## config.mk

```make
export PLATFORM = sky130hd
export DESIGN_NAME = datapath_sequencer
export DESIGN_NICKNAME = d
export VERILOG_FILES = /design/src/rtl/seq_pkg.sv /design/src/rtl/seq_ir_decode.sv /design/src/rtl/datapath_sequencer.sv
export SDC_FILE = /design/constraint.sdc
export NUM_CORES = 1
export LEC_CHECK = 0
export BUFFER_PORTS_ARGS = -buffer_cell sky130_fd_sc_hd__buf_4
export CAP_MARGIN = 0
export CORE_AREA = 5 5 54 56
export DETAILED_ROUTE_END_ITERATION = 10
export DIE_AREA = 0 0 59 61
export PLACE_DENSITY = 0.94
export SYNTH_ARGS = -nofsm -noshare
export SYNTH_HDL_FRONTEND = slang
export SYNTH_HIERARCHICAL = 1
export SYNTH_SLANG_ARGS = --single-unit
export TNS_END_PERCENT = 20
```

## constraint.sdc

```tcl
create_clock -name clock -period 4.9 [get_ports clock]
set_clock_uncertainty 0.1 [all_clocks]
set_input_delay 0.49 -clock clock [delete_from_list [all_inputs] [get_ports clock]]
set_output_delay 0.49 -clock clock [all_outputs]
set_load 0.005 [all_outputs]
```

## src/rtl/seq_pkg.sv

```systemverilog
// Shared definitions for the datapath sequencer: opcodes, state encoding,
// IR field positions and the instruction class enum.
package seq_pkg;

   localparam int OPC_W = 5;
   localparam int REG_W = 4;

   localparam logic [OPC_W-1:0] OP_ADD  = 5'b00011;
   localparam logic [OPC_W-1:0] OP_SUB  = 5'b00100;
   localparam logic [OPC_W-1:0] OP_AND  = 5'b00101;
   localparam logic [OPC_W-1:0] OP_OR   = 5'b00110;
   localparam logic [OPC_W-1:0] OP_ROR  = 5'b00111;
   localparam logic [OPC_W-1:0] OP_ROL  = 5'b01000;
   localparam logic [OPC_W-1:0] OP_SHR  = 5'b01001;
   localparam logic [OPC_W-1:0] OP_SHRA = 5'b01010;
   localparam logic [OPC_W-1:0] OP_SHL  = 5'b01011;
   localparam logic [OPC_W-1:0] OP_MUL  = 5'b01111;
   localparam logic [OPC_W-1:0] OP_DIV  = 5'b10000;
   localparam logic [OPC_W-1:0] OP_NEG  = 5'b10001;
   localparam logic [OPC_W-1:0] OP_NOT  = 5'b10010;
   localparam logic [OPC_W-1:0] OP_NOP  = 5'b11010;
   localparam logic [OPC_W-1:0] OP_HALT = 5'b11011;

   localparam int IR_OPC_LSB = 27;
   localparam int IR_RA_LSB  = 23;
   localparam int IR_RB_LSB  = 19;
   localparam int IR_RC_LSB  = 15;

   typedef enum logic [3:0] {
      S_IDLE   = 4'd0,
      S_T0     = 4'd1,
      S_T1     = 4'd2,
      S_T2     = 4'd3,
      S_T3     = 4'd4,
      S_T4     = 4'd5,
      S_T5     = 4'd6,
      S_T6     = 4'd7,
      S_HALTED = 4'd8
   } state_e;

   typedef enum logic [2:0] {
      CLS_RTYPE,
      CLS_MULDIV,
      CLS_UNARY,
      CLS_NOP,
      CLS_HALT,
      CLS_ILLEGAL
   } instr_class_e;

endpackage

```

## src/rtl/seq_ir_decode.sv

```systemverilog
// Combinational IR decode: splits out the opcode and register fields and
// classifies the instruction for the sequencer FSM.
module seq_ir_decode
   import seq_pkg::*;
(
   input  logic [31:0]      ir,
   output instr_class_e     cls,
   output logic [OPC_W-1:0] opcode,
   output logic [REG_W-1:0] ra,
   output logic [REG_W-1:0] rb,
   output logic [REG_W-1:0] rc
);

   logic [IR_RC_LSB-1:0] unused_ir_low;
   assign unused_ir_low = ir[IR_RC_LSB-1:0];

   assign opcode = ir[IR_OPC_LSB +: OPC_W];
   assign ra     = ir[IR_RA_LSB  +: REG_W];
   assign rb     = ir[IR_RB_LSB  +: REG_W];
   assign rc     = ir[IR_RC_LSB  +: REG_W];

   always_comb begin
      cls = CLS_ILLEGAL;
      case (opcode)
         OP_ADD, OP_SUB, OP_AND, OP_OR, OP_ROR,
         OP_ROL, OP_SHR, OP_SHRA, OP_SHL: cls = CLS_RTYPE;
         OP_MUL, OP_DIV:                  cls = CLS_MULDIV;
         OP_NEG, OP_NOT:                  cls = CLS_UNARY;
         OP_NOP:                          cls = CLS_NOP;
         OP_HALT:                         cls = CLS_HALT;
         default:                         cls = CLS_ILLEGAL;
      endcase
   end

endmodule

```

## src/rtl/datapath_sequencer.sv

```systemverilog
// Hardwired fetch/execute control unit for the single-bus datapath.
// Define SEQ_MEM_WAIT_EN to make T1 wait for mem_ready; otherwise T1 is one cycle.
module datapath_sequencer
   import seq_pkg::*;
#(
   parameter int OPW  = 5,
   parameter int RIDX = 4
) (
   input  logic            clock,
   input  logic            clear,
   input  logic            run,
   input  logic            mem_ready,
   input  logic [31:0]     ir,
   output logic            PCout,
   output logic            PCin,
   output logic            IncPC,
   output logic            MARin,
   output logic            MDRin,
   output logic            MDRout,
   output logic            IRin,
   output logic            Yin,
   output logic            Zin,
   output logic            ZLOout,
   output logic            ZHIout,
   output logic            HIin,
   output logic            LOin,
   output logic            read,
   output logic            gp_out_en,
   output logic [RIDX-1:0] gp_out_idx,
   output logic            gp_in_en,
   output logic [RIDX-1:0] gp_in_idx,
   output logic [OPW-1:0]  operation,
   output logic [3:0]      state,
   output logic            instr_done,
   output logic            halted,
   output logic            illegal
);

   state_e           state_q, state_d;
   instr_class_e     cls;
   logic [OPC_W-1:0] opcode;
   logic [REG_W-1:0] ra, rb, rc;

   seq_ir_decode u_decode (
      .ir     (ir),
      .cls    (cls),
      .opcode (opcode),
      .ra     (ra),
      .rb     (rb),
      .rc     (rc)
   );

`ifndef SEQ_MEM_WAIT_EN
   logic unused_mem_ready;
   assign unused_mem_ready = mem_ready;
`endif

   always_ff @(posedge clock) begin
      if (clear) state_q <= S_IDLE;
      else       state_q <= state_d;
   end

   assign state = state_q;

   always_comb begin
      state_d    = state_q;
      PCout      = 1'b0;
      PCin       = 1'b0;
      IncPC      = 1'b0;
      MARin      = 1'b0;
      MDRin      = 1'b0;
      MDRout     = 1'b0;
      IRin       = 1'b0;
      Yin        = 1'b0;
      Zin        = 1'b0;
      ZLOout     = 1'b0;
      ZHIout     = 1'b0;
      HIin       = 1'b0;
      LOin       = 1'b0;
      read       = 1'b0;
      gp_out_en  = 1'b0;
      gp_out_idx = '0;
      gp_in_en   = 1'b0;
      gp_in_idx  = '0;
      operation  = '0;
      instr_done = 1'b0;
      halted     = 1'b0;
      illegal    = 1'b0;

      case (state_q)
         S_IDLE: if (run) state_d = S_T0;
         S_T0: begin
            PCout   = 1'b1;
            MARin   = 1'b1;
            IncPC   = 1'b1;
            Zin     = 1'b1;
            state_d = S_T1;
         end
         S_T1: begin
            ZLOout = 1'b1;
            PCin   = 1'b1;
            read   = 1'b1;
            MDRin  = 1'b1;
`ifdef SEQ_MEM_WAIT_EN
            if (mem_ready) state_d = S_T2;
`else
            state_d = S_T2;
`endif
         end
         S_T2: begin
            MDRout  = 1'b1;
            IRin    = 1'b1;
            state_d = S_T3;
         end
         S_T3: begin
            case (cls)
               CLS_RTYPE: begin
                  gp_out_en  = 1'b1;
                  gp_out_idx = RIDX'(rb);
                  Yin        = 1'b1;
                  state_d    = S_T4;
               end
               CLS_MULDIV: begin
                  gp_out_en  = 1'b1;
                  gp_out_idx = RIDX'(ra);
                  Yin        = 1'b1;
                  state_d    = S_T4;
               end
               CLS_UNARY: begin
                  gp_out_en  = 1'b1;
                  gp_out_idx = RIDX'(rb);
                  operation  = OPW'(opcode);
                  Zin        = 1'b1;
                  state_d    = S_T4;
               end
               CLS_NOP: instr_done = 1'b1;
               CLS_HALT: begin
                  instr_done = 1'b1;
                  state_d    = S_HALTED;
               end
               default: begin
                  instr_done = 1'b1;
                  illegal    = 1'b1;
               end
            endcase
         end
         S_T4: begin
            case (cls)
               CLS_RTYPE: begin
                  gp_out_en  = 1'b1;
                  gp_out_idx = RIDX'(rc);
                  operation  = OPW'(opcode);
                  Zin        = 1'b1;
                  state_d    = S_T5;
               end
               CLS_MULDIV: begin
                  gp_out_en  = 1'b1;
                  gp_out_idx = RIDX'(rb);
                  operation  = OPW'(opcode);
                  Zin        = 1'b1;
                  state_d    = S_T5;
               end
               CLS_UNARY: begin
                  ZLOout     = 1'b1;
                  gp_in_en   = 1'b1;
                  gp_in_idx  = RIDX'(ra);
                  instr_done = 1'b1;
               end
               default: state_d = S_IDLE;
            endcase
         end
         S_T5: begin
            case (cls)
               CLS_RTYPE: begin
                  ZLOout     = 1'b1;
                  gp_in_en   = 1'b1;
                  gp_in_idx  = RIDX'(ra);
                  instr_done = 1'b1;
               end
               CLS_MULDIV: begin
                  ZLOout  = 1'b1;
                  LOin    = 1'b1;
                  state_d = S_T6;
               end
               default: state_d = S_IDLE;
            endcase
         end
         S_T6: begin
            if (cls == CLS_MULDIV) begin
               ZHIout     = 1'b1;
               HIin       = 1'b1;
               instr_done = 1'b1;
            end else begin
               state_d = S_IDLE;
            end
         end
         S_HALTED: halted = 1'b1;
         default: state_d = S_IDLE;
      endcase

      // The instruction's last state chains straight into the next fetch.
      if (instr_done && state_d != S_HALTED) state_d = run ? S_T0 : S_IDLE;
   end

   always_ff @(posedge clock) begin
      if (!clear) begin
         assert ($onehot0({PCout, MDRout, ZLOout, ZHIout, gp_out_en}));
      end
   end

endmodule
```

# Yosys cells after proc, flatten, opt, wreduce, memory -nomap -nowiden
# Memory sizes are Yosys's and may differ from the RTL's.
# Cells that the tools add are included.
dict set report op_classes {
  eq_ne 13
  n_reduce_logical 7
  n_mux 37
}
# cell n
set op_table {}
lappend op_table {{4-bit case mux with 2 select lines} 7}
lappend op_table {{4-bit case mux with 9 select lines} 1}
lappend op_table {{4-bit two-way mux} 5}
lappend op_table {{4-bit by 3-bit == test with 1-bit output (second input constant)} 4}
lappend op_table {{1-bit two-way mux} 16}
lappend op_table {{5-bit two-way mux} 2}
lappend op_table {{5-bit case mux with 2 select lines} 1}
lappend op_table {{4-bit by 2-bit == test with 1-bit output (second input constant)} 2}
lappend op_table {{3-bit by 2-bit == test with 1-bit output (second input constant)} 2}
lappend op_table {{1-bit case mux with 3 select lines} 2}
lappend op_table {{5-bit OR reduction} 1}
lappend op_table {{4-bit by 1-bit == test with 1-bit output (second input constant)} 1}
lappend op_table {{4-bit == test (second input constant)} 1}
lappend op_table {{4-bit logical NOT} 1}
lappend op_table {{4-bit inequality test (second input constant)} 1}
lappend op_table {{1-bit case mux with 2 select lines} 2}
lappend op_table {{1-bit case mux with 4 select lines} 1}
lappend op_table {{2-bit OR reduction} 2}
lappend op_table {{3-bit by 1-bit == test with 1-bit output (second input constant)} 1}
lappend op_table {{3-bit == test (second input constant)} 1}
lappend op_table {{3-bit logical NOT} 1}
lappend op_table {{3-bit OR reduction} 1}
lappend op_table {{1-bit logical AND} 1}
dict set report totals {
  inputBits 36
  mem_bits_ro 96
  elab_cells 59
  out_inout_bits 36
  ff_bits 4
  n_memories 1
}
# memory words word_bits rd rd_clocked_by_memory_dff wr line
set memory_table {}
lappend memory_table {{(name not given)} 32 3 1 0 0 seq_ir_decode.sv:24} ;# case (opcode)

# Longest topological paths before layout
# An unclocked memory read counts as a cell.
dict set report logic_depth {
  word_depth 8
  ltp_mapped 11
  mapped_depth_nobuf 9
}

# Modules after synthesis
# The synthesis kept the hierarchy.
# module seq_area_each_um2 cells_per_inst instances area_per_inst_um2
set by_module_without_submodules {}
lappend by_module_without_submodules {datapath_sequencer 80.1 113 1 788.3}
lappend by_module_without_submodules {seq_ir_decode 0.0 34 1 242.7}

# Worst setup path before layout
# OpenSTA, ideal clock, no wires.
dict set report synth_timing {
  kind {input to output}
  start {input port ir[27]}
  end {output port gp_out_idx[0]}
  setup_slack_ns 2.133
  arrival_time_ns 2.177
  t_required_ns 4.310
  path_stages 9
  n_path_buf 1
  path_cell_list {ha_1 or4_1 nand2_1 a21o_2 buf_4 mux2_2 a22o_1 a22oi_1 nor2_1}
}
dict set report synth_between {
  elab_chain_cells 5
  word_cells_on_any_way 8
  cone_classes {2 x eq/ne; 3 x mux; 2 x reduce/logical; 1 x memory}
}
# element line
set synth_lines {}
lappend synth_lines {{start: declaration} datapath_sequencer.sv:13} ;# input logic [31:0] ir,
lappend synth_lines {{memory read 32 x 3 bit *} n/a}
lappend synth_lines {{named net cls[0]} datapath_sequencer.sv:40} ;# instr_class_e cls;
lappend synth_lines {{3-bit by 2-bit == test with 1-bit output / 3-bit logical NOT (equally long branches)} {datapath_sequencer.sv:116, datapath_sequencer.sv:148}}
lappend synth_lines {{2-bit OR reduction (no source line)} n/a}
lappend synth_lines {{4-bit case mux with 2 select lines} datapath_sequencer.sv:116} ;# case (cls)
lappend synth_lines {{4-bit case mux with 2 select lines *} datapath_sequencer.sv:90} ;# case (state_q)
lappend synth_lines {{end: declaration} datapath_sequencer.sv:29} ;# output logic [RIDX-1:0] gp_out_idx,
# The timed path passes the listed nets; every way through them passes the cells marked *.

# Final worst setup path
# Ends and elaborated chain as after synthesis.

==> summary.md <==
| Metric | Value |
|---|---|
| Post-layout util | `0.532` |
| Hold-fix buffers, CTS | `0` |
| Largest fanout on the critical path | `19` |
| DR vias | `1,076` |
| Combinational family with the most area after synthesis | `simple AND/OR/NAND/NOR gates` |
| Slew Viols, Final | `0` |
| Routed wire length per instance | `~13 µm` |
| Num CTS Buffers | `3` |
| CTS resizes | `0` |
| Die width | `59 µm` |
| Setup tns final | `0 ns` |
| Fmax | `about 310 MHz` |
| Final setup viols | `0` |
| CTS sink count | `4` |
| Number of synthesized flops with an enable pin | `0` |
| CP dominant cell by count | `buf_4` |
| WHS | `about 0.36 ns` |
| Die area | `roughly 3600 µm²` |
| Mux contribution to synthesized area | `0.0643` |
| Max Root-Sink Buffers | `2` |
| Overflow after GRT | `0` |
| Worst R2R Start | `state[0]` |
| Area share of xor/xnor cells in the synthesized design | `0` |
| First-pass GRT wire length | `~4.1 mm` |
| Clock-pin slew on the worst setup and hold paths | `0.03 ns` |
| DIE HEIGHT | `61 µm` |
| DRT Pass-1 Iters | `4` |
| Most numerous cell in the Yosys netlist | `buf_4` |
| Antenna-violating nets left | `0` |
| Rows | `18` |
| Worst hold start | `clear` |
| Ranking of synthesized cells by area | `buf_4 (18%), dfxtp_1 (7.8%), nor2_1 (6.6%), and2_1 (6.1%), mux2_2 (5.5%)` |
| CP max stage delay | `around 0.43 ns` |
| Worst skew pair latency | `0.24 ns` |
| CP bufs+invs | `2` |
| Min setup slack post-route | `1.67 ns` |
| Period utilization | `0.659` |
| P_leak | `around 0.00062 µW` |
| Slew Limit Headroom | `0.605` |
| Vias in the first global route | `957` |
| Critical path type | `in2out` |
| Post-Synth Adder-Cell Area | `0.0364` |
| Syn nets | `between 150 and 200` |
| Ys Warns | `6` |
| Maxcap violations | `0` |
| Max FFs per register | `4` |
| Largest net degree at the start of global routing | `20` |
| Ports | `72` |
| 1st-iter DRT viols | `24` |
| Share of layout cells above drive strength 1 | `0.422` |
| GP Congestion | `0.827` |
| Post-synthesis cell type count | `42` |
| Post-synth top cells | `buf_4 (25), nor2_1 (18), and2_1 (10), a21oi_1 (7), o21ai_0 (7)` |
| CP cell instances | `buf_4 > ha_1 > or4_1 > nand2_1 > a21o_2 > mux2_2 > a22o_1 > a22oi_1 > nor2_1 > buf_4` |
| Worst slew pin tran | `just under 0.6 ns` |
| Post-CTS Setup Bufs | `0` |
| Async SR Flop Fraction | `0` |
| Min Tclk post-route | `between 3 and 4 ns` |
| Worst Setup SP | `ir[27]` |
| Cell taking the most area after synthesis | `buf_4` |
| Syn avg cell area | `7.01 µm²` |
| Routed wire length | `between 2 and 3 mm` |
| Synth Instances | `147` |
| Endpoint type of the worst setup path | `primary output` |
| Antenna violations before repair | `0` |
| RSZ-0062 raised after global routing | `no` |
| CTS tree | `built` |
| Core area | `about 2400 µm²` |
| Fin cells | `around 200` |
| Nets | `roughly 210` |
| PwrDens | `about 150 nW/µm²` |
| H-Tree Depth | `1` |
| Post-synthesis compound-gate area fraction | `0.200` |
| Main synth FF type | `dfxtp_1` |
| Top-area cell type share of the netlist area | `0.182` |
| VDD IR max | `around 0.14 mV` |
| GRT Overall Usage | `0.144` |
| Startpoint Class | `primary input` |
| Hold Violations, Final | `0` |
| Initial Utilization | `0.432` |
| Synth Register Bits | `4` |
| DP Cell Count | `200` |
| Layout fillers | `248` |
| Clk root buf | `clkbuf_4` |
| Vias per cell | `around 5.3` |
| Post-Syn Area | `between 1000 and 1500 µm²` |
| Layout area overhead | `23.3%` |
| CP max-delay cell | `or4_1` |
| Worst slack, placed | `between 1.5 and 2 ns` |
| Port Buffers | `55` |
| Critical path arrival | `~2.6 ns` |
| Simple-Gate Fraction of Synth Area | `0.370` |
| CP top delay family | `compound AO/OA/AOI/OAI gates` |
| Residual DRC | `0` |
| DP Wirelength | `around 2 mm` |
| CP required | `about 4.3 ns` |
| Post-synthesis sequential area ratio | `0.0777` |
| Hold crit path type | `in2reg` |
| Status | `completed` |
| Antenna diodes | `0` |
## routing by layer
| layer | part of all wire | vias up | global-route usage |
|---|---|---|---|
| met5 | 0 | - | 0 |
| met4 | 0.0068 | 0 | 0.0291 |
| met3 | 0.081 | 2 | 0.0340 |
| met2 | 0.51 | 40 | 0.257 |
| met1 | 0.40 | 487 | 0.177 |
| li1 | - | 547 | - |
## cell usage in the layout (no fill, tap or decap), types with 2 or more instances in the layout
master,count
and2_1,10
a21oi_1,7
nor2b_1,3
clkbuf_4,3
nand2_1,6
or2_2,3
nor3b_1,3
inv_1,5
dfxtp_1,4
a211o_1,2
ha_1,3
a22oi_1,4
nor4_1,2
a22o_1,4
nor3_1,5
mux2_2,5
nor4_2,2
buf_4,56
nor2_1,18
o21ai_0,7
nand3_1,3
## where the power goes
group	switching, µW	internal, µW
clock network	13.2	27.4
logic	50.0	56.1
registers	9.71	35.4
total	72.9	119
## kinds of logic after synthesis
group	count (synthesis)
AO/OA/AOI/OAI	31
adder cells (fa/ha/maj)	3
buffers and inverters	38
flip-flops	4
multiplexers	6
AND/OR/NAND/NOR	65
## path summary, 6_finish.rpt
check                        to  slack, ns  depth (start not counted)
hold / removal         state[3]       0.36                          2
setup / recovery  gp_out_idx[0]       1.67                         10
setup reg to reg       state[1]       3.05                          4
hold reg to reg        state[1]       0.56                          1
## layout make-up
cell class	count	area (µm²)	share of cell area
multi-input cells	105	692	0.544
flip-flops and latches	4	80.1	0.0630
repair buffers	56	420	0.331
well taps	30	37.5	0.0295
clock buffers	3	22.5	0.0177
inverters	5	18.8	0.0148
## stage by stage
stage | instance area (µm²) | total power [µW]
5_1_grt | 1270 | 211
3_3_place_gp | 1250 | 149
4_1_cts | 1270 | 194
2_1_floorplan | 1030 | 128
6_report | 1270 | 192
3_5_place_dp | 1250 | 151
Note: power is estimated with default switching activity, not from simulation.
